[src/rtl/mtr_ctrl_pkg.sv]
// Shared types, constants and commutation lookup for the
// brushless motor drive sequencer.
package mtr_ctrl_pkg;

    typedef enum logic [1:0] {
        HIGH_Z    = 2'b00,
        REV_CURR  = 2'b01,
        FWD_CURR  = 2'b10,
        REGEN_BRK = 2'b11
    } sel_t;

    typedef enum logic [1:0] {
        IDLE,
        RUN,
        BRAKE,
        FAULT
    } state_t;

    typedef struct packed {
        sel_t grn;
        sel_t ylw;
        sel_t blu;
    } sel3_t;

    localparam logic [10:0] DUTY_NEUTRAL = 11'h400;
    localparam logic [10:0] DUTY_BRAKE   = 11'h600;

    function automatic logic hall_legal(input logic [2:0] hall);
        return (hall != 3'b000) && (hall != 3'b111);
    endfunction

    function automatic sel3_t commutate(input logic [2:0] hall);
        sel3_t s;
        s = '{HIGH_Z, HIGH_Z, HIGH_Z};
        case (hall)
            3'b101:  s = '{FWD_CURR, REV_CURR, HIGH_Z};
            3'b100:  s = '{FWD_CURR, HIGH_Z, REV_CURR};
            3'b110:  s = '{HIGH_Z, FWD_CURR, REV_CURR};
            3'b010:  s = '{REV_CURR, FWD_CURR, HIGH_Z};
            3'b011:  s = '{REV_CURR, HIGH_Z, FWD_CURR};
            3'b001:  s = '{HIGH_Z, REV_CURR, FWD_CURR};
            default: s = '{HIGH_Z, HIGH_Z, HIGH_Z};
        endcase
        return s;
    endfunction

endpackage

[src/rtl/hall_sync.sv]
// Double-flop synchronizers for the hall sensors plus a sample
// register that only loads at the PWM-safe sampling point.
module hall_sync
    import mtr_ctrl_pkg::*;
(
    input  logic       clk,
    input  logic       rst_n,
    input  logic       hallGrn,
    input  logic       hallYlw,
    input  logic       hallBlu,
    input  logic       PWM_synch,
    output logic [2:0] hall_smp
);

    logic [2:0] meta_q, meta_d;
    logic [2:0] sync_q, sync_d;
    logic [2:0] smp_q, smp_d;

    always_comb begin
        meta_d = {hallGrn, hallYlw, hallBlu};
        sync_d = meta_q;
        smp_d  = PWM_synch ? sync_q : smp_q;
    end

    always_ff @(posedge clk or negedge rst_n) begin
        if (!rst_n) begin
            meta_q <= 3'b000;
            sync_q <= 3'b000;
            smp_q  <= 3'b000;
        end else begin
            meta_q <= meta_d;
            sync_q <= sync_d;
            smp_q  <= smp_d;
        end
    end

    assign hall_smp = smp_q;

endmodule

[src/rtl/brushless_ctrl.sv]
// Commutation/drive sequencer: state machine, illegal-hall fault
// counter and slew-limited duty, all advanced once per PWM period.
module brushless_ctrl
    import mtr_ctrl_pkg::*;
#(
    parameter int unsigned RAMP_STEP     = 8,
    parameter int unsigned FAULT_PERIODS = 3
) (
    input  logic        clk,
    input  logic        rst_n,
    input  logic        hallGrn,
    input  logic        hallYlw,
    input  logic        hallBlu,
    input  logic        PWM_synch,
    input  logic [11:0] drv_mag,
    input  logic        brake,
    input  logic        clr_fault,
    output logic [10:0] duty,
    output logic [1:0]  selGrn,
    output logic [1:0]  selYlw,
    output logic [1:0]  selBlu,
    output logic        fault
);

    localparam logic [10:0] STEP11 = 11'(RAMP_STEP);
    localparam logic [11:0] STEP12 = 12'(RAMP_STEP);
    localparam logic [2:0]  FLIM   = 3'(FAULT_PERIODS);

    logic [2:0]  hall_smp;
    logic        tick_q, tick_d;
    state_t      state_q, state_d;
    logic [2:0]  cnt_q, cnt_d;
    logic [10:0] duty_q, duty_d;
    sel3_t       sel_q, sel_d;

    logic               legal;
    logic               drv_nz;
    logic [10:0]        target;
    sel3_t              sel_nxt;
    logic signed [11:0] diff;
    logic signed [11:0] step_s;

    hall_sync u_hall_sync (
        .clk       (clk),
        .rst_n     (rst_n),
        .hallGrn   (hallGrn),
        .hallYlw   (hallYlw),
        .hallBlu   (hallBlu),
        .PWM_synch (PWM_synch),
        .hall_smp  (hall_smp)
    );

    // Everything advances one clock after the sample edge,
    // so hall_smp is already the fresh value here.
    always_comb begin
        tick_d  = PWM_synch;
        state_d = state_q;
        cnt_d   = cnt_q;
        duty_d  = duty_q;
        sel_d   = sel_q;
        legal   = hall_legal(hall_smp);
        drv_nz  = |drv_mag;
        target  = DUTY_NEUTRAL;
        sel_nxt = '{HIGH_Z, HIGH_Z, HIGH_Z};
        step_s  = $signed(STEP12);
        diff    = 12'sd0;

        if (tick_q) begin
            if (legal) begin
                cnt_d = 3'd0;
            end else if (cnt_q != 3'd7) begin
                cnt_d = cnt_q + 3'd1;
            end

            if (state_q != FAULT && cnt_d >= FLIM) begin
                state_d = FAULT;
            end else begin
                unique case (state_q)
                    IDLE: begin
                        if (brake)       state_d = BRAKE;
                        else if (drv_nz) state_d = RUN;
                    end
                    RUN: begin
                        if (brake)        state_d = BRAKE;
                        else if (!drv_nz) state_d = IDLE;
                    end
                    BRAKE: begin
                        if (!brake) state_d = IDLE;
                    end
                    FAULT: begin
                        if (clr_fault && legal) state_d = IDLE;
                    end
                endcase
            end

            unique case (state_d)
                IDLE: begin
                    target = DUTY_NEUTRAL;
                end
                RUN: begin
                    target  = DUTY_NEUTRAL + {1'b0, drv_mag[11:2]};
                    sel_nxt = commutate(hall_smp);
                end
                BRAKE: begin
                    target  = DUTY_BRAKE;
                    sel_nxt = '{REGEN_BRK, REGEN_BRK, REGEN_BRK};
                end
                FAULT: begin
                    target = DUTY_NEUTRAL;
                end
            endcase
            sel_d = sel_nxt;

            diff = $signed({1'b0, target}) - $signed({1'b0, duty_q});
            if (state_d == FAULT) begin
                duty_d = DUTY_NEUTRAL;
            end else if (diff > step_s) begin
                duty_d = duty_q + STEP11;
            end else if (diff < -step_s) begin
                duty_d = duty_q - STEP11;
            end else begin
                duty_d = target;
            end
        end
    end

    always_ff @(posedge clk or negedge rst_n) begin
        if (!rst_n) begin
            tick_q  <= 1'b0;
            state_q <= IDLE;
            cnt_q   <= 3'd0;
            duty_q  <= DUTY_NEUTRAL;
            sel_q   <= '{HIGH_Z, HIGH_Z, HIGH_Z};
        end else begin
            tick_q  <= tick_d;
            state_q <= state_d;
            cnt_q   <= cnt_d;
            duty_q  <= duty_d;
            sel_q   <= sel_d;
        end
    end

    assign duty   = duty_q;
    assign selGrn = sel_q.grn;
    assign selYlw = sel_q.ylw;
    assign selBlu = sel_q.blu;
    assign fault  = (state_q == FAULT);

endmodule

[config.mk]
export PLATFORM = sky130hd
export DESIGN_NAME = brushless_ctrl
export DESIGN_NICKNAME = d
export VERILOG_FILES = /design/src/rtl/mtr_ctrl_pkg.sv /design/src/rtl/hall_sync.sv /design/src/rtl/brushless_ctrl.sv
export SDC_FILE = /design/constraint.sdc
export NUM_CORES = 1
export LEC_CHECK = 0
export CORE_MARGIN = 2
export CORE_UTILIZATION = 50
export DETAILED_ROUTE_END_ITERATION = 12
export GPL_ROUTABILITY_DRIVEN = 0
export PLACE_DENSITY = 0.84
export RECOVER_POWER = 50
export SLEW_MARGIN = 20
export SYNTH_ARGS = -nofsm -noshare
export SYNTH_HDL_FRONTEND = slang
export SYNTH_SLANG_ARGS = --single-unit
[constraint.sdc]
create_clock -name clk -period 8.1 [get_ports clk]
set_clock_uncertainty 0.2 [all_clocks]
set_input_delay 2.025 -clock clk [delete_from_list [all_inputs] [get_ports clk]]
set_output_delay 2.025 -clock clk [all_outputs]
set_load 0.01 [all_outputs]
* Word level (Yosys, flattened, before mapping) *
Cells that the tools add are included.

storage, ports and cells
  output and inout port bits = 18
  register bits = 32
  word-level logic and storage cells = 60
  RAM bits = 0
  bits of input ports = 20
  bits in read-only memories = 0
  memories kept = 0
  bits in latches = 0

operators by class
  add/subtract/negate cells = 5
  eq/ne operators = 15
  reduce and logical (&&, ||, !) cells = 8
  multiply operators = 0
  div/mod/pow operators = 0
  $lt $le $gt $ge = 3
  bitwise operators = 0
  shift-type cells = 0
  mux-type cells = 19

operators by type and width
  kind                                                                               count
  11-bit 2-to-1 mux                                                                  4
  6-bit one-hot mux with 6 select lines                                              1
  11-bit one-hot mux with 3 select lines                                             1
  2-bit 2-to-1 mux                                                                   8
  12-bit by 5-bit greater-than comparator with 1-bit output (second input constant)  1
  12-bit by 4-bit < comparator with 1-bit output (second input constant)             1
  6-bit one-hot mux with 2 select lines                                              1
  12-bit OR reduction                                                                1
  11-bit by 11-bit subtractor with 12-bit output                                     1
  11-bit by 10-bit adder with 11-bit output (first input constant)                   1
  11-bit by 4-bit adder with 11-bit output (second input constant)                   1
  11-bit by 4-bit subtractor with 11-bit output (second input constant)              1
  3-bit equality test (second input constant)                                        3
  3-bit 2-to-1 mux                                                                   3
  2-bit equality test (second input constant)                                        4
  2-bit one-hot mux with 4 select lines                                              1
  3-bit by 2-bit equality test with 1-bit output (second input constant)             2
  3-bit inequality test (second input constant)                                      2
  2-bit by 1-bit equality test with 1-bit output (second input constant)             2
  2-bit zero test                                                                    2
  3-bit by 1-bit adder with 3-bit output (second input constant)                     1
  3-bit by 1-bit equality test with 1-bit output (second input constant)             1
  3-bit by 2-bit >= comparator with 1-bit output (second input constant)             1
  1-bit logical AND                                                                  3
  3 further kinds                                                                    3

* Longest topological paths before layout *
  depth in word-level cells = 17
  depth in mapped cells = 23
  depth with buffers taken out = 21

* Modules after synthesis *
From an unflattened synthesis, not the netlist that was laid out.

second synthesis, totals
  cells, all modules = 275
  area, all modules = 2392.3 um^2

by module, submodules not included
  module          seq. area each (um^2)  area each (um^2)  cells an instance  instances
  brushless_ctrl  576.8                  2133.3            263                1
  hall_sync       225.2                  259.0             12                 1

* Worst setup path before layout *
No wires, ideal clock.

  path kind = input to register
  start point = input drv_mag[3]
  end point = register duty_q[6], in the netlist duty[6]
  setup time = 133 ps
  data arrival time = 6008 ps
  stages on the path = 18
  data required time = 7767 ps
  buffers on the path = 1
  slack = 1758 ps
  cell sequence = nor4_1 a311oi_1 nor2_1 inv_1 ha_1 clkbuf_1 and2_1 ha_1 nor2b_4 o31a_1 a2111o_1 nand2_1 xor2_1 or4b_1 o31ai_4 mux2_2 a32oi_1 o21ai_0

between the ends
  longest elaborated chain between the ends = 15
  elaborated cells between the ends (all ways) = 22
  those cells by class = add/sub: 2; order compare: 2; eq/ne: 3; mux: 12; reduce/logical: 3

RTL lines
  item                                                    line                                         text
  start, declared                                         brushless_ctrl.sv:15                         input logic [11:0] drv_mag,
  12-bit OR reduction                                     brushless_ctrl.sv:62                         drv_nz = |drv_mag;
  2-bit 2-to-1 mux (on tied branches)                     brushless_ctrl.sv:85, brushless_ctrl.sv:81
  2-bit 2-to-1 mux (on tied branches)                     brushless_ctrl.sv:84, brushless_ctrl.sv:80
  2-bit one-hot mux with 4 select lines                   brushless_ctrl.sv:78                         unique case (state_q)
  2-bit 2-to-1 mux                                        brushless_ctrl.sv:75                         if (state_q != FAULT && cnt_d >= FLIM) begin
  2-bit 2-to-1 mux                                        brushless_ctrl.sv:68                         if (tick_q) begin
  2-bit equality test or 2-bit zero test (tied branches)  brushless_ctrl.sv:96, brushless_ctrl.sv:115
  2-bit OR reduction (no line)                            -
  11-bit one-hot mux with 3 select lines                  brushless_ctrl.sv:96                         unique case (state_d)
  11-bit 2-to-1 mux                                       brushless_ctrl.sv:68
  11-bit by 11-bit subtractor with 12-bit output          brushless_ctrl.sv:114                        diff = $signed({1'b0, target}) - $signed({1'b0, duty_q});
  12-bit by 4-bit < comparator with 1-bit output          brushless_ctrl.sv:119                        end else if (diff < -step_s) begin
  11-bit 2-to-1 mux                                       brushless_ctrl.sv:119
  11-bit 2-to-1 mux                                       brushless_ctrl.sv:117                        end else if (diff > step_s) begin
  11-bit 2-to-1 mux *                                     brushless_ctrl.sv:115                        if (state_d == FAULT) begin
  end signal, assigned                                    brushless_ctrl.sv:138                        duty_q <= duty_d;
  end, declared                                           brushless_ctrl.sv:33                         logic [10:0] duty_q, duty_d;

Every way passes the cells marked *; elsewhere a longest branch is shown, timed or not. The select of a mux whose other input is x is not followed.
A chain may end at the register's enable or synchronous reset.

* Final worst setup path *
  start point = input drv_mag[7]
  end point = register duty_q[8], in the netlist duty[8]

The elaborated chain is that of the path after synthesis.

==> qor.yml <==
setup_path:
  worstPathArrival_ns: 7.14
  path_delay_family: "simple AND/OR/NAND/NOR gates"
  path_cells: "clkdlybuf4s50_1 > nor4_1 > a311oi_1 > nor2_1 > inv_1 > ha_1 > and2_1 > ha_1 > nor2b_4 > o31a_1 > a2111o_1 > nand2_1 > xor2_1 > or4b_1 > o31ai_4 > mux2_2 > a32oi_1 > o21ai_0"
  cp-end-kind: "register"
  slowest_stage: "or4b_1"
  crit_top_cell: "ha_1"
  cp_slowest_stage_delay_ns: 0.63
  start_kind: "input port"
  crit_fanout: 12
  path_class: "in2reg"
  cp.required_ns: 8.02
  cp_num_buf_inv: 2
final_layout:
  area_growth_pct: 21.0
  drive_above_1_share_pct: 10.9
  fin_area_um2: 2990
  num-nets-final: 349
  final_common_cell: "clkdlybuf4s50_1"
  n_antenna_cell: 0
  fill_cells: 437
  mostFrequentLayoutCells: "32 x clkdlybuf4s50_1, 31 x dfrtp_1, 22 x inv_1, 20 x nand2_1"
sta:
  maxSlewViolCount: 33
  rsz0062_at_grt: "no"
  fmax_mhz: 139
  period_minus_slack_ns: 7.22
  setup_tns_ns: 0
  maxSlewHeadroom_pct: -10.8
  hold_viol: 0
  final.period_utilization_pct: 89.1
  layout_setup_ws_ns: 0.881
  final-setup-viol-count: 0
  worst_slew_pin_slew_ns: 1.66
floorplanning:
  dieArea_um2: 5520
  rows: 25
  start_util_pct: 51.9
  io_pins: 38
  core_area_um2: 4750
  die_h_um: 74.3
  fp.dieW_um: 74.3
route:
  drc_errors: 0
  wl_per_cell_um: 15.1
  ant_nets: 0
  drtIter0Drc: 232
  first_pass_iters: 5
  viasPerCell: 5.87
  num_vias: 2232
  routed_wl_mm: 5.75
clock_network:
  post-cts-setup-buffers: 0
  clk_pin_slew_worst_paths_ns: 0.07
  cts_buffers: 5
  tritoncts: "built"
  worstSkewPairLatency_ns: 0.28
  h-tree-depth: 2
  cts_sinks: 32
  cts-root-buf: "clkbuf_8"
  hold_buffers: 0
  cts_resized: 0
  cts_buffer_depth: 2
logic_synthesis:
  synth_top_cell_by_area: "dfrtp_1"
  synth.cell_area_um2: 2470
  synth-edff-count: 0
  synth_area_per_cell_um2: 8.94
  synth_top_area_share_pct: 31.4
  ys.flop_type: "dfrtp_1"
  ys_warn_count: 0
  syn_inst: 276
  synth_seq_area_share_pct: 32.5
  synth_nets: 313
  synth-seq-cells: 32
  ys_top_cells_by_area: "dfrtp_1 31%, ha_1 8.1%, mux2_2 4.1%"
  async_flop_share_pct: 100
  synthDistinctLibCells: 60
power_and_ir_drop:
  peakVddDrop_v: 0.000185
  p_leak_uw: 0.00128
  power.density_nw_per_um2: 335
place:
  dpl_cell_area_um2: 2880
  place.detailed.hpwl_mm: 4.37
  io_buffers: 37
  place_ws_ns: 0.693
global_routing:
  grt_usage_pct: 22.4
  grt_pass1_vias: 2034
  gr-total-overflow: 0
  grt_max_degree: 41
  antenna_found_initial: 0
  grt_pass1_wl_mm: 9.58
flow_run:
  maxCapViolations: 1
outcome:
  violations: "max-capacitance violations, max-slew violations"
  status: "complete, but fails checks"
worst_hold_path:
  hold_class: "reg2reg"
[layout make-up]
cell class / count / area, um2 / share of cell area, %
clock buffer: 5 / 68.8 / 2.30
clock inverter: 3 / 42.5 / 1.42
inverter: 24 / 90.1 / 3.02
multi-input combinational: 211 / 1530 / 51.1
sequential: 32 / 802 / 26.8
tap: 67 / 83.8 / 2.81
timing repair buffer: 38 / 374 / 12.5
[per-stage QoR]
step           util [%]  power, uW  hold slack [ns]  instances
2_1_floorplan         -        668            0.131        276
3_3_place_gp       60.6        823            0.131        372
3_5_place_dp       60.6        845            0.138        372
4_1_cts            62.9       1000            0.154        380
5_1_grt            62.8       1080            0.163        380
6_report           62.8       1000            0.151        380
[flip-flops by register name, indices dropped and copies added, names as in the netlist]
register / count
cnt_q: 3
duty: 11
selBlu: 2
selGrn: 2
selYlw: 2
state_q: 2
tick_q: 1
u_hall_sync.hall_smp: 3
u_hall_sync.meta_q: 3
u_hall_sync.sync_q: 3
[Yosys cell counts (all sizes together), types with 3 or more instances]
cell type	number
dfrtp	31
inv	22
nand2	20
ha	16
nor2	16
o21ai	16
a21oi	15
nand3	13
o22ai	13
mux2	10
and2	8
nor2b	7
nor3	7
buf	5
nor4	5
xnor2	5
a21o	4
and3	4
clkbuf	4
nand4	4
nand2b	3
o211ai	3
o31a	3
or3	3
xor2	3
[where the power goes]
group | internal, uW | switching [uW]
registers | 205 | 50.0
logic | 277 | 317
clock network | 91.0 | 61.9
total | 572 | 429
[worst register-to-register path, cell delays in order, from the launching register on]
cell and delay (ns):
dfrtp_1 0.41, ha_1 0.30, inv_1 0.06, o21ai_0 0.07
nor2_1 0.11, o22ai_1 0.11, a21oi_1 0.30, ha_1 0.45
and2_1 0.21, ha_1 0.28, nor2b_4 0.15, o31a_1 0.29
a2111o_1 0.44, nand2_1 0.09, xor2_1 0.09, or4b_1 0.63
o31ai_4 0.44, mux2_2 0.39, a32oi_1 0.19, o21ai_0 0.11
[per-layer routing]
layer  track usage (%)  part of all wire, %
met5                 0                    0
met1              31.1                   46
met2              35.9                   47
met3              5.01                  5.5
met4              5.56                  1.6
[final timing paths]
| kind | to | cells after the start | slack (ns) | from |
|---|---|---|---|---|
| hold / removal | u_hall_sync.sync_q[0] | 0 | 0.15 | u_hall_sync.meta_q[0] |
| hold reg to reg | u_hall_sync.sync_q[0] | 0 | 0.15 | u_hall_sync.meta_q[0] |
| min in group asynchronous | duty[7] | 2 | 2.49 | rst_n |
| setup / recovery | duty[8] | 18 | 0.88 | drv_mag[7] |
| setup reg to reg | duty[8] | 19 | 2.63 | cnt_q[0] |
| max in group asynchronous | selGrn[1] | 2 | 4.23 | rst_n |
[cells by family after synthesis]
family,count (synthesis),synth area share [%]
fa+ha+maj,17,8.92
simple gates,99,22.3
xor+xnor,8,2.84
flops,32,32.5
buf+inv,33,5.68
mux,11,5.12
compound gates,76,22.7
No activity file was read; power rests on OpenSTA's default activity.
